==> config.mk <==
export PLATFORM = sky130hd
export DESIGN_NAME = pwm_ramp_ctrl
export DESIGN_NICKNAME = d
export VERILOG_FILES = /design/src/rtl/pwm_ramp_ctrl.sv
export SDC_FILE = /design/constraint.sdc
export NUM_CORES = 1
export LEC_CHECK = 0
export BUFFER_PORTS_ARGS = -buffer_cell sky130_fd_sc_hd__buf_2
export CORE_UTILIZATION = 50
export DETAILED_ROUTE_END_ITERATION = 10
export GPL_TIMING_DRIVEN = 0
export PLACE_DENSITY_LB_ADDON = 0.08
export SYNTH_ARGS = -nofsm -noshare
export SYNTH_HDL_FRONTEND = slang
export SYNTH_SLANG_ARGS = --single-unit
==> constraint.sdc <==
create_clock -name S_AXI_ACLK -period 5.57 [get_ports S_AXI_ACLK]
set_clock_uncertainty 0.15 [all_clocks]
set_input_delay 0.557 -clock S_AXI_ACLK [delete_from_list [all_inputs] [get_ports S_AXI_ACLK]]
set_output_delay 0.557 -clock S_AXI_ACLK [all_outputs]
set_load 0.05 [all_outputs]
==> src/rtl/pwm_ramp_ctrl.sv <==
// pwm_ramp_ctrl: soft-start / soft-stop sequencer acting as the sole local-bus
// write master of the PWM register block. A ramp enables the chosen channel,
// steps its duty towards a target with one write every INTERVAL clocks and, for
// a ramp that ends at 0, optionally disables the channel again. The duty last
// written to each channel is kept in a shadow register.
//
// Ports:
//   S_AXI_ACLK     clock
//   S_AXI_ARESETN  asynchronous active-low reset
//   START_I        one-cycle ramp request, honoured only when idle
//   CH_SEL_I       channel select (0/1), latched with START_I
//   TARGET_DUTY_I  target duty (clamped to 1000), latched with START_I
//   STEP_I         duty step (0 treated as 1), latched with START_I
//   INTERVAL_I     clocks between duty writes (0 treated as 1), latched with START_I
//   ABORT_I        stop the ramp, no further writes
//   LB_WADDR       registered write address
//   LB_WDATA       registered write data (zero-extended)
//   LB_WREQ        registered one-cycle write strobe
//   BUSY_O         high whenever not idle
//   DONE_O         one-cycle pulse on normal completion
//   CUR_DUTY_O     shadow duty of the latched channel
module pwm_ramp_ctrl #(
  parameter int unsigned C_S_AXI_ADDR_WIDTH = 16,
  parameter int unsigned C_S_AXI_DATA_WIDTH = 32,
  parameter logic [9:0]  DEFAULT_DUTY_CH0   = 10'd0,
  parameter logic [9:0]  DEFAULT_DUTY_CH1   = 10'd0,
  parameter bit          DISABLE_AT_ZERO    = 1'b1
) (
  input  logic                          S_AXI_ACLK,
  input  logic                          S_AXI_ARESETN,
  input  logic                          START_I,
  input  logic                          CH_SEL_I,
  input  logic [9:0]                    TARGET_DUTY_I,
  input  logic [9:0]                    STEP_I,
  input  logic [15:0]                   INTERVAL_I,
  input  logic                          ABORT_I,
  output logic [C_S_AXI_ADDR_WIDTH-1:0] LB_WADDR,
  output logic [C_S_AXI_DATA_WIDTH-1:0] LB_WDATA,
  output logic                          LB_WREQ,
  output logic                          BUSY_O,
  output logic                          DONE_O,
  output logic [9:0]                    CUR_DUTY_O
);

  localparam logic [9:0] MAX_DUTY = 10'd1000;

  localparam logic [C_S_AXI_ADDR_WIDTH-1:0] ADDR_EN_CH0   = C_S_AXI_ADDR_WIDTH'(16'h0000);
  localparam logic [C_S_AXI_ADDR_WIDTH-1:0] ADDR_DUTY_CH0 = C_S_AXI_ADDR_WIDTH'(16'h0008);
  localparam logic [C_S_AXI_ADDR_WIDTH-1:0] ADDR_EN_CH1   = C_S_AXI_ADDR_WIDTH'(16'h000C);
  localparam logic [C_S_AXI_ADDR_WIDTH-1:0] ADDR_DUTY_CH1 = C_S_AXI_ADDR_WIDTH'(16'h0014);

  typedef enum logic [2:0] {
    StIdle,
    StEnWr,
    StStepWr,
    StWait,
    StDisWr,
    StDone
  } state_e;

  state_e r_state, w_state_d;

  logic        r_ch, w_ch_d;
  logic [9:0]  r_target, w_target_d;
  logic [9:0]  r_step, w_step_d;
  logic [15:0] r_interval, w_interval_d;
  logic [15:0] r_cnt, w_cnt_d;
  logic [9:0]  r_duty0, w_duty0_d;
  logic [9:0]  r_duty1, w_duty1_d;
  logic        r_wreq, w_wreq_d;
  logic [C_S_AXI_ADDR_WIDTH-1:0] r_waddr, w_waddr_d;
  logic [C_S_AXI_DATA_WIDTH-1:0] r_wdata, w_wdata_d;

  logic [9:0]  w_cur;
  logic [9:0]  w_next;
  logic [10:0] w_up_sum;
  logic [10:0] w_dn_floor;
  logic        w_do_step;

  assign w_cur = r_ch ? r_duty1 : r_duty0;

  // Next duty with 11-bit sums so neither direction can wrap: stepping up stops
  // at target once cur+step reaches it, stepping down once cur <= target+step.
  always_comb begin
    w_up_sum   = {1'b0, w_cur} + {1'b0, r_step};
    w_dn_floor = {1'b0, r_target} + {1'b0, r_step};
    w_next     = w_cur;
    if (w_cur < r_target) begin
      w_next = (w_up_sum >= {1'b0, r_target}) ? r_target : w_up_sum[9:0];
    end else if (w_cur > r_target) begin
      w_next = ({1'b0, w_cur} <= w_dn_floor) ? r_target : (w_cur - r_step);
    end
  end

  always_comb begin
    w_state_d    = r_state;
    w_ch_d       = r_ch;
    w_target_d   = r_target;
    w_step_d     = r_step;
    w_interval_d = r_interval;
    w_cnt_d      = r_cnt;
    w_duty0_d    = r_duty0;
    w_duty1_d    = r_duty1;
    w_wreq_d     = 1'b0;
    w_waddr_d    = r_waddr;
    w_wdata_d    = r_wdata;
    w_do_step    = 1'b0;

    unique case (r_state)
      StIdle: begin
        if (START_I) begin
          w_ch_d       = CH_SEL_I;
          w_target_d   = (TARGET_DUTY_I > MAX_DUTY) ? MAX_DUTY : TARGET_DUTY_I;
          w_step_d     = (STEP_I == 10'd0) ? 10'd1 : STEP_I;
          w_interval_d = (INTERVAL_I == 16'd0) ? 16'd1 : INTERVAL_I;
          w_wreq_d     = 1'b1;
          w_waddr_d    = CH_SEL_I ? ADDR_EN_CH1 : ADDR_EN_CH0;
          w_wdata_d    = C_S_AXI_DATA_WIDTH'(1);
          w_state_d    = StEnWr;
        end
      end
      StEnWr: begin
        w_do_step = 1'b1;
        w_state_d = StStepWr;
      end
      // The shadow already holds the value being written this cycle.
      StStepWr: begin
        if (w_cur == r_target) begin
          if (DISABLE_AT_ZERO && (r_target == 10'd0)) begin
            w_wreq_d  = 1'b1;
            w_waddr_d = r_ch ? ADDR_EN_CH1 : ADDR_EN_CH0;
            w_wdata_d = '0;
            w_state_d = StDisWr;
          end else begin
            w_state_d = StDone;
          end
        end else if (r_interval == 16'd1) begin
          // Interval of one: back-to-back duty writes, no wait state.
          w_do_step = 1'b1;
        end else begin
          w_cnt_d   = r_interval - 16'd1;
          w_state_d = StWait;
        end
      end
      // Counter is loaded with INTERVAL-1; the write lands as it reaches zero.
      StWait: begin
        if (r_cnt <= 16'd1) begin
          w_cnt_d   = '0;
          w_do_step = 1'b1;
          w_state_d = StStepWr;
        end else begin
          w_cnt_d = r_cnt - 16'd1;
        end
      end
      StDisWr: w_state_d = StDone;
      StDone:  w_state_d = StIdle;
      default: w_state_d = StIdle;
    endcase

    if (w_do_step) begin
      w_wreq_d  = 1'b1;
      w_waddr_d = r_ch ? ADDR_DUTY_CH1 : ADDR_DUTY_CH0;
      w_wdata_d = C_S_AXI_DATA_WIDTH'(w_next);
      if (r_ch) begin
        w_duty1_d = w_next;
      end else begin
        w_duty0_d = w_next;
      end
    end

    // Abort wins over everything outside idle: drop any pending write and
    // leave the shadows at the last value that actually reached the bus.
    if (ABORT_I && (r_state != StIdle)) begin
      w_state_d = StIdle;
      w_wreq_d  = 1'b0;
      w_waddr_d = r_waddr;
      w_wdata_d = r_wdata;
      w_duty0_d = r_duty0;
      w_duty1_d = r_duty1;
      w_cnt_d   = '0;
    end
  end

  always_ff @(posedge S_AXI_ACLK or negedge S_AXI_ARESETN) begin
    if (!S_AXI_ARESETN) begin
      r_state    <= StIdle;
      r_ch       <= 1'b0;
      r_target   <= '0;
      r_step     <= '0;
      r_interval <= '0;
      r_cnt      <= '0;
      r_duty0    <= DEFAULT_DUTY_CH0;
      r_duty1    <= DEFAULT_DUTY_CH1;
      r_wreq     <= 1'b0;
      r_waddr    <= '0;
      r_wdata    <= '0;
    end else begin
      r_state    <= w_state_d;
      r_ch       <= w_ch_d;
      r_target   <= w_target_d;
      r_step     <= w_step_d;
      r_interval <= w_interval_d;
      r_cnt      <= w_cnt_d;
      r_duty0    <= w_duty0_d;
      r_duty1    <= w_duty1_d;
      r_wreq     <= w_wreq_d;
      r_waddr    <= w_waddr_d;
      r_wdata    <= w_wdata_d;
    end
  end

  assign LB_WREQ    = r_wreq;
  assign LB_WADDR   = r_waddr;
  assign LB_WDATA   = r_wdata;
  assign BUSY_O     = (r_state != StIdle);
  assign DONE_O     = (r_state == StDone);
  assign CUR_DUTY_O = w_cur;

endmodule
==> results of run 1 <==
-- cell usage in the layout (no fill, tap or decap), types with 35 or more instances in the layout --
| master | count |
|---|---|
| a21oi_1 | 47 |
| buf_2 | 72 |
| buf_4 | 37 |
| conb_1 | 35 |
| dfrtp_1 | 90 |
| ha_1 | 65 |
| inv_1 | 43 |
| nand2_1 | 123 |
| nor2_1 | 69 |
| o21ai_0 | 73 |
-- what timing repair did --
item                                    in CTS  in global routing
hold buffers                                 1                  0
gates resized for setup                      0                  2
endpoints found under the hold margin       25                  0
endpoints found under the setup margin       0                 22
-- metrics by stage --
step	area (um^2)	hold slack, ns	util, %	worst slack [ns]
floorplan	7163	0.1114	-	0.9282
global placement	7709	0.3040	57.08	0.2947
detailed placement	7739	0.3082	57.30	0.2651
CTS	8046	0.2420	59.58	0.2453
global route	8056	0.2447	59.65	0.05414
finish	8056	0.2498	59.65	0.4217
-- cell families after synthesis --
logic type / Yosys count / synth area share [%]
buffers and inverters: 112 / 8.269
other: 1 / 0.05330
adder cells (fa/ha/maj): 68 / 12.41
AO/OA/AOI/OAI: 223 / 19.94
flip-flops: 90 / 32.01
XOR/XNOR: 31 / 3.859
multiplexers: 21 / 3.290
AND/OR/NAND/NOR: 299 / 20.17
-- sequential cells by signal, summed over array words and instances, names as in the netlist --
register / flops
r_target: 10
r_duty1: 10
LB_WADDR: 3
r_duty0: 10
r_cnt: 16
r_step: 10
LB_WREQ: 1
r_state: 3
r_interval: 16
r_ch: 1
LB_WDATA: 10
-- layer usage --
layer	part of all wire [%]	track usage, %	wire (um)
met1	49	40.16	9328
met4	1.1	5.710	205
met3	5.8	4.953	1106
met2	44	41.74	8431
met5	0	0	0
-- worst max-delay path, stage by stage, from the launching register on --
cell and delay (ns):
dfrtp_1 0.33, clkbuf_1 0.29, buf_2 0.32, mux2i_2 0.48, inv_1 0.16, ha_1 0.25, inv_1 0.07, fa_1 0.23
nor2_2 0.07, o311a_1 0.32, nor2_1 0.10, o21bai_1 0.08, xnor2_1 0.24, ha_1 0.30, a21o_1 0.18, a21oi_1 0.14
o211ai_1 0.10, a221o_1 0.29, buf_6 0.14, buf_6 0.13, nor2_1 0.09, a211oi_1 0.05, a21oi_1 0.36, o21ai_0 0.13
-- area by class of cell --
class                           instances  area, um^2  area share, %
Multi-Input combinational cell        677        4339          53.86
Sequential cell                        90        2252          27.95
Buffer                                 69       420.4          5.218
Timing Repair Buffer                   67       365.4          4.535
Clock buffer                           10       239.0          2.966
Tap cell                              176       220.2          2.733
Inverter                               43       161.4          2.003
Clock inverter                          6       58.81         0.7299
-- how the worst max path moves through the flow --
stage                           from                       to  slack (ns)  depth (start not counted)
finish              r_ch$_DFFE_PN0P_  LB_WDATA[8]$_DFFE_PN0P_        0.42                         23
global route        r_ch$_DFFE_PN0P_  LB_WDATA[8]$_DFFE_PN0P_        0.05                         19
CTS                 r_ch$_DFFE_PN0P_   r_duty0[7]$_DFFE_PN0P_        0.25                         18
detailed placement  r_ch$_DFFE_PN0P_   r_duty0[7]$_DFFE_PN0P_        0.27                         18
global placement    r_ch$_DFFE_PN0P_   r_duty0[7]$_DFFE_PN0P_        0.29                         18
floorplan           r_ch$_DFFE_PN0P_   r_duty0[7]$_DFFE_PN0P_        0.93                         22
==> metrics.txt, run 1 <==
CTS root buf clkbuf_16; grt ovf 0; DRT iter0 DRCs 451; final setup TNS 0 ns; initial antenna violation count 0; Async SR Flop Fraction 100.0%; Synth Flop Type dfrtp_1; Vias/cell 5.597; I/O pins 102; Remaining DRCs 0; clk sinks 90; vias in the first global route 5,891; CTS tree yes; Placer Congestion 0.8836; post-synth cell types 73; Hold Crit Start INTERVAL_I[4]; Yosys Warn Count 0; CTS buffer count 9; fin crit share 92.43%; crit path DAT 5.23 ns; Worst EP required 5.65 ns; worst hold path type in -> reg; later-pin clock latency in the skew report 0.36 ns; worst-path fanout max 10; Slew @ Worst Pin 0.7002 ns; Yosys top cell area share 32.01%; DR vias 6,369; Tot GR Track Use 27.33%; Avg WL per Cell 16.76 um; filler instances 1,290; crit start category flop; IO Port Bufs 65; reg2reg path depth 23; first drt pass iteration count 5; Clock Path Buffers 2; dpl hpwl 14.84 mm; CTS H-tree depth 3; RSZ-0062 raised after global routing false; ANT cells 0; Reg clk slew, reported paths 0.07 ns; initial cell density of the core 52.09%; most numerous cell in the Yosys netlist nand2_1; fmax 194.2 MHz; reg2reg setup slack 0.42 ns; Mean Syn Cell Area 8.326 um^2; RR Endpoint LB_WDATA[8]$_DFFE_PN0P_; Post-DRT Antenna Nets 0; Post-Route WL 19.07 mm; min cycle time layout 5.148 ns; sequential share of the synthesized area 32.01%; worst r2r src r_ch$_DFFE_PN0P_; Synth area leader dfrtp_1; fraction of layout cells with a size suffix above 1 16.53%; # Max-Cap Violations 0; Die Y 120.6 um; largest net degree at the start of global routing 66; number of flops mapped to enable cells by yosys 0; Die Wd 120.6 um; final hold vios 0; Setup-failing EPs final 0; cell count after synthesis 845; top post-synthesis cells by count nand2_1 (123), dfrtp_1 (90), o21ai_0 (73); Area growth, synth to finish 14.51%; Worst Hold End r_interval[4]$_DFFE_PN0P_; Setup Crit Path Kind reg -> reg; relative slew slack 53.32%; Inst Count DP 1,121; largest cells by area after synthesis dfrtp_1 (32%), ha_1 (12%), nand2_1 (6.6%), o21ai_0 (5.2%), buf_4 (3.8%); outcome finished clean; postcts setup bufs 0; core area 13,510 um^2; hold path cells 3; nets 1,066; Worst setup EP type flop; Synth Cell Area 7035 um^2; Pins Over Slew Limit 0; first-pass GRT wire length 30.75 mm; Die ar. 14,550 um^2; num rows 42; Yosys reg bits 90; Post-Layout Cell Count 1,138
Power of run 1 is left out: the tool's default activity adds up to more than one toggle a clock period on the data nets, which glitch-free logic cannot reach.
==> inputs of run 2 (changes only) <==
Settings changed: CORE_ASPECT_RATIO set to 1.4, PLACE_DENSITY set to 0.8, PLACE_DENSITY_LB_ADDON 0.08 to not set.
==> run 2 against run 1 <==
  * First-iteration DRC count is 32% lower
  * Via count is 2.7% higher
  * Design area hardly changed
  * Fmax is 2.5% lower
  * Wire length is 0.52% lower
  * Critical path depth is 4 lower
  * Highest routed layer unchanged
  * Global-route usage is 0.33 points higher
  * Count of clock-buffer cells in the layout stayed put
  * Sequential share of layout area hardly changed
==> metrics.txt, run 2 (same netlist as run 1, synthesis figures left out) <==
later-pin clock latency in the skew report 0.35 ns (about the same); Worst EP required 5.63 ns (-0.02 ns); largest net degree at the start of global routing 55 (-17%); Pins Over Slew Limit 0 (unchanged); Setup-failing EPs final 0 (unchanged); clk sinks 90 (unchanged); CTS tree yes; crit start category flop; Clock Path Buffers 2 (unchanged); grt ovf 0 (unchanged); relative slew slack 53.16% (-0.16 points); final setup TNS 0 ns (unchanged); CTS buffer count 9 (unchanged); Worst setup EP type flop; Die Wd 102.3 um (-15%); fraction of layout cells with a size suffix above 1 16.55% (+0.017 points); Vias/cell 5.721 (+2.2%); final instance area 8058 um^2 (about the same); Die Y 142.4 um (+18%); first drt pass iteration count 5 (unchanged); Reg clk slew, reported paths 0.07 ns (about the same); worst-path fanout max 10 (unchanged); Slew @ Worst Pin 0.7000 ns (-0.0001748 ns); Tot GR Track Use 27.66% (+0.33 points); commonest cells after routing, fill and taps aside nand2_1 (123), dfrtp_1 (90), o21ai_0 (73), buf_2 (72), nor2_1 (69); initial antenna violation count 0 (unchanged); fmax 189.5 MHz (-2.5%); DR vias 6,539 (+2.7%); min cycle time layout 5.278 ns (+0.1297 ns); core area 13,580 um^2 (+0.52%); first-pass GRT wire length 31.04 mm (+0.94%); Remaining DRCs 0 (unchanged); fin crit share 94.76% (+2.3 points); Setup Crit Path Kind reg -> reg; final hold vios 0 (unchanged); most common cell after layout, fill and taps aside nand2_1; # Max-Cap Violations 0 (unchanged); biggest regs r_cnt x16, r_interval x16; Post-Route WL 18.97 mm (-0.52%); Avg WL per Cell 16.60 um (-0.95%); CTS root buf clkbuf_16; Area growth, synth to finish 14.53% (about the same); outcome finished clean; vias in the first global route 6,480 (+10%); crit path DAT 5.34 ns (+0.11 ns); filler instances 1,267 (-1.8%); area of the multi-input gates 4337 um^2 (about the same); DRT iter0 DRCs 307 (-32%); num rows 50 (+19%); Post-DRT Antenna Nets 0 (unchanged); dpl hpwl 15.03 mm (+1.2%); reg2reg setup slack 0.29 ns (-0.13 ns); Post-DP Area 7746 um^2 (about the same); IO Port Bufs 65 (unchanged); nets 1,065 (-0.094%); CTS Hold Buffers Added 0 (-1); Die ar. 14,560 um^2 (about the same); Register Area 2252 um^2 (unchanged); ANT cells 0 (unchanged); I/O pins 102 (unchanged); Placer Congestion 0.9344 (+5.7%); RSZ-0062 raised after global routing false; CTS H-tree depth 3 (unchanged); initial cell density of the core 51.82% (-0.27 points); worst hold path type in -> async
[run 2: layout make-up]
cell class / instances / share of cell area (%)
Buffer: 69 / 5.217
Clock buffer: 10 / 2.966
Clock inverter: 6 / 0.8075
Inverter: 43 / 2.003
Multi-Input combinational cell: 677 / 53.82
Sequential cell: 90 / 27.95
Tap cell: 182 / 2.826
Timing Repair Buffer: 66 / 4.410
[run 2: final timing paths]
kind,to,startpoint,cells past startpoint
setup reg to reg,r_duty1[3]$_DFFE_PN0P_,r_ch$_DFFE_PN0P_,19
hold / removal,LB_WREQ$_DFF_PN0_,S_AXI_ARESETN,1
max in group asynchronous,r_interval[11]$_DFFE_PN0P_,S_AXI_ARESETN,2
min in group S_AXI_ACLK,r_interval[13]$_DFFE_PN0P_,INTERVAL_I[13],3
setup / recovery,r_duty1[3]$_DFFE_PN0P_,r_ch$_DFFE_PN0P_,19
hold reg to reg,LB_WDATA[3]$_DFFE_PN0P_,LB_WDATA[3]$_DFFE_PN0P_,2
[run 2: per-stage QoR]
stage	util [%]	instances	hold slack [ns]	worst slack, ns
floorplan	-	879	0.1114	0.9282
global placement	56.84	1126	0.3068	0.3357
detailed placement	57.06	1127	0.3138	0.2925
CTS	59.30	1143	0.05285	0.2775
global route	59.35	1143	0.06347	0.05220
finish	59.35	1143	0.03044	0.2920
[run 2: what timing repair did]
item,4_1_cts,5_1_grt
setup buffers,0,0
endpoints found under the setup margin,0,10
gates resized for setup,0,2
[run 2: critical path, stage by stage, from the launching register on]
cell	delay, ns
dfrtp_1	0.32
clkbuf_1	0.32
buf_2	0.32
mux2_2	0.46
ha_1	0.31
clkbuf_1	0.20
a221oi_1	0.41
o221ai_1	0.33
nor4b_1	0.31
a211oi_1	0.11
ha_1	0.32
a211oi_1	0.21
o211ai_1	0.13
a221o_1	0.29
buf_6	0.15
buf_6	0.14
nor2_1	0.09
a211oi_1	0.07
a21oi_1	0.34
o21ai_0	0.14
[run 2: routing by layer]
layer  part of all wire, %  GRT usage [%]  up-vias
met2                    50          47.30      214
met4                   5.4          16.92        0
met3                   4.7          3.831       64
met1                    39          32.29     3115
li1                      -              -     3146
met5                     0              0        -
Power of run 2 is left out for the same reason.
==> inputs of run 3 (changes only) <==
Settings changed: SETUP_SLACK_MARGIN set to 0.4.
==> run 3 against run 2 <==
  * Register-to-register slack better by 0.37 ns
  * Worst setup slack better by 0.37 ns
  * Count of clock-buffer cells in the layout unchanged
  * Critical path depth unchanged
  * Sequential cell count unchanged
  * Global-route usage up 0.052 points
==> metrics.txt, run 3 (same netlist as run 1, synthesis figures left out) <==
dpl hpwl 15.03 mm (unchanged); later-pin clock latency in the skew report 0.35 ns (about the same); outcome finished clean; crit path DAT 4.97 ns (-0.37 ns); slowest CP cell mux2_2; Worst setup EP type flop; most common cell after layout, fill and taps aside nand2_1; CTS tree yes; fin crit share 88.08% (-6.7 points); clk sinks 90 (unchanged); fraction of layout cells with a size suffix above 1 16.96% (+0.42 points); initial cell density of the core 51.82% (unchanged); filler instances 1,263 (-0.32%); CP most frequent cell a211oi_1; Die ar. 14,560 um^2 (unchanged); worst-path fanout max 10 (unchanged); CTS root buf clkbuf_16; Post-DRT Antenna Nets 0 (unchanged); Worst EP required 5.63 ns (about the same); fmax 203.8 MHz (+7.6%); CP delay by family, top compound AO/OA/AOI/OAI gates; largest net degree at the start of global routing 55 (unchanged); initial antenna violation count 0 (unchanged); DR vias 6,548 (+0.14%); Avg WL per Cell 16.66 um (+0.35%); final core occ 59.55% (+0.19 points); Die Y 142.4 um (unchanged); Tot GR Track Use 27.71% (+0.052 points); core area 13,580 um^2 (unchanged); ANT cells 0 (unchanged); Critical Path Max Stage Delay 0.45 ns (about the same); final setup TNS 0 ns (unchanged); vias in the first global route 6,506 (+0.40%); num rows 50 (unchanged); Setup Crit Path Kind reg -> reg; Clock Path Buffers 2 (unchanged); relative slew slack 53.06% (-0.10 points); Vias/cell 5.729 (+0.14%); IO Port Bufs 65 (unchanged); Reg clk slew, reported paths 0.06 ns (about the same); postcts setup bufs 0 (unchanged); Setup-failing EPs final 0 (unchanged); DRT iter0 DRCs 340 (+11%); Pins Over Slew Limit 0 (unchanged); min cycle time layout 4.906 ns (-0.3717 ns); biggest regs r_cnt x16, r_interval x16; nets 1,065 (unchanged); I/O pins 102 (unchanged); first-pass GRT wire length 31.11 mm (+0.22%); CTS H-tree depth 3 (unchanged); final hold vios 0 (unchanged); Post-Route WL 19.04 mm (+0.35%); crit path buf inv count 5 (unchanged); first drt pass iteration count 5 (unchanged); worst hold path type in -> async; Remaining DRCs 0 (unchanged); crit start category flop; CTS buffer count 9 (unchanged); Die Wd 102.3 um (unchanged); Placer Congestion 0.9344 (unchanged); Area growth, synth to finish 14.90%; # Max-Cap Violations 0 (unchanged); grt ovf 0 (unchanged); commonest cells after routing, fill and taps aside nand2_1 (123), dfrtp_1 (90), o21ai_0 (73), buf_2 (71), nor2_1 (69); Slew @ Worst Pin 0.7015 ns (+0.001504 ns); RSZ-0062 raised after global routing false; crit path cell chain clkbuf_2 > clkbuf_4 > mux2_2 > ha_1 > clkbuf_1 > a221oi_2 > o221ai_1 > nor4b_1 > a211oi_1 > ha_1 > a211oi_1 > o211ai_1 > a221o_1 > buf_6 > buf_6 > nor2_1 > a211oi_1 > a311oi_2 > o21ai_1
## run 3: worst paths after layout
kind	slack, ns	cells after the start	start	end
max	0.66	19	r_ch$_DFFE_PN0P_	r_duty1[2]$_DFFE_PN0P_
min	0.04	1	S_AXI_ARESETN	LB_WREQ$_DFF_PN0_
max in group asynchronous	4.58	2	S_AXI_ARESETN	r_interval[0]$_DFFE_PN0P_
min in group S_AXI_ACLK	0.27	3	INTERVAL_I[13]	r_interval[13]$_DFFE_PN0P_
max reg2reg	0.66	19	r_ch$_DFFE_PN0P_	r_duty1[2]$_DFFE_PN0P_
min reg2reg	0.33	2	LB_WDATA[3]$_DFFE_PN0P_	LB_WDATA[3]$_DFFE_PN0P_
## run 3: routing by layer
layer,share of wire [%],up-vias,wire [um],track usage (%)
met2,51,218,9714,47.47
met5,0,-,0,0
met1,39,3125,7464,32.29
li1,-,3142,-,-
met3,4.5,63,864,3.831
met4,5.2,0,996,16.92
## run 3: repair_timing
item / 4_1_cts / 5_1_grt
resized for setup: 3 / 6
hold buffers: 0 / 0
endpoints found under the setup margin: 16 / 28
## run 3: per-stage QoR
| stage | hold slack [ns] | setup slack, ns | cells | cell area, um^2 |
|---|---|---|---|---|
| global placement | 0.3068 | 0.3357 | 1126 | 7716 |
| detailed placement | 0.3138 | 0.2925 | 1127 | 7746 |
| global route | 0.06347 | 0.4212 | 1143 | 8084 |
| finish | 0.03558 | 0.6637 | 1143 | 8084 |
| CTS | 0.05285 | 0.4543 | 1143 | 8064 |
| floorplan | 0.1114 | 0.9282 | 879 | 7163 |
## run 3: area by class of cell
| type | instances | area, um^2 | share of cell area (%) |
|---|---|---|---|
| clock inverters | 6 | 65.06 | 0.8048 |
| inverters | 43 | 161.4 | 1.997 |
| multi-input cells | 677 | 4359 | 53.92 |
| flip-flops and latches | 90 | 2252 | 27.86 |
| well taps | 182 | 227.7 | 2.817 |
| plain buffers | 69 | 424.2 | 5.247 |
| repair buffers | 66 | 355.3 | 4.396 |
| clock buffers | 10 | 239.0 | 2.956 |
Power of run 3 is left out for the same reason.
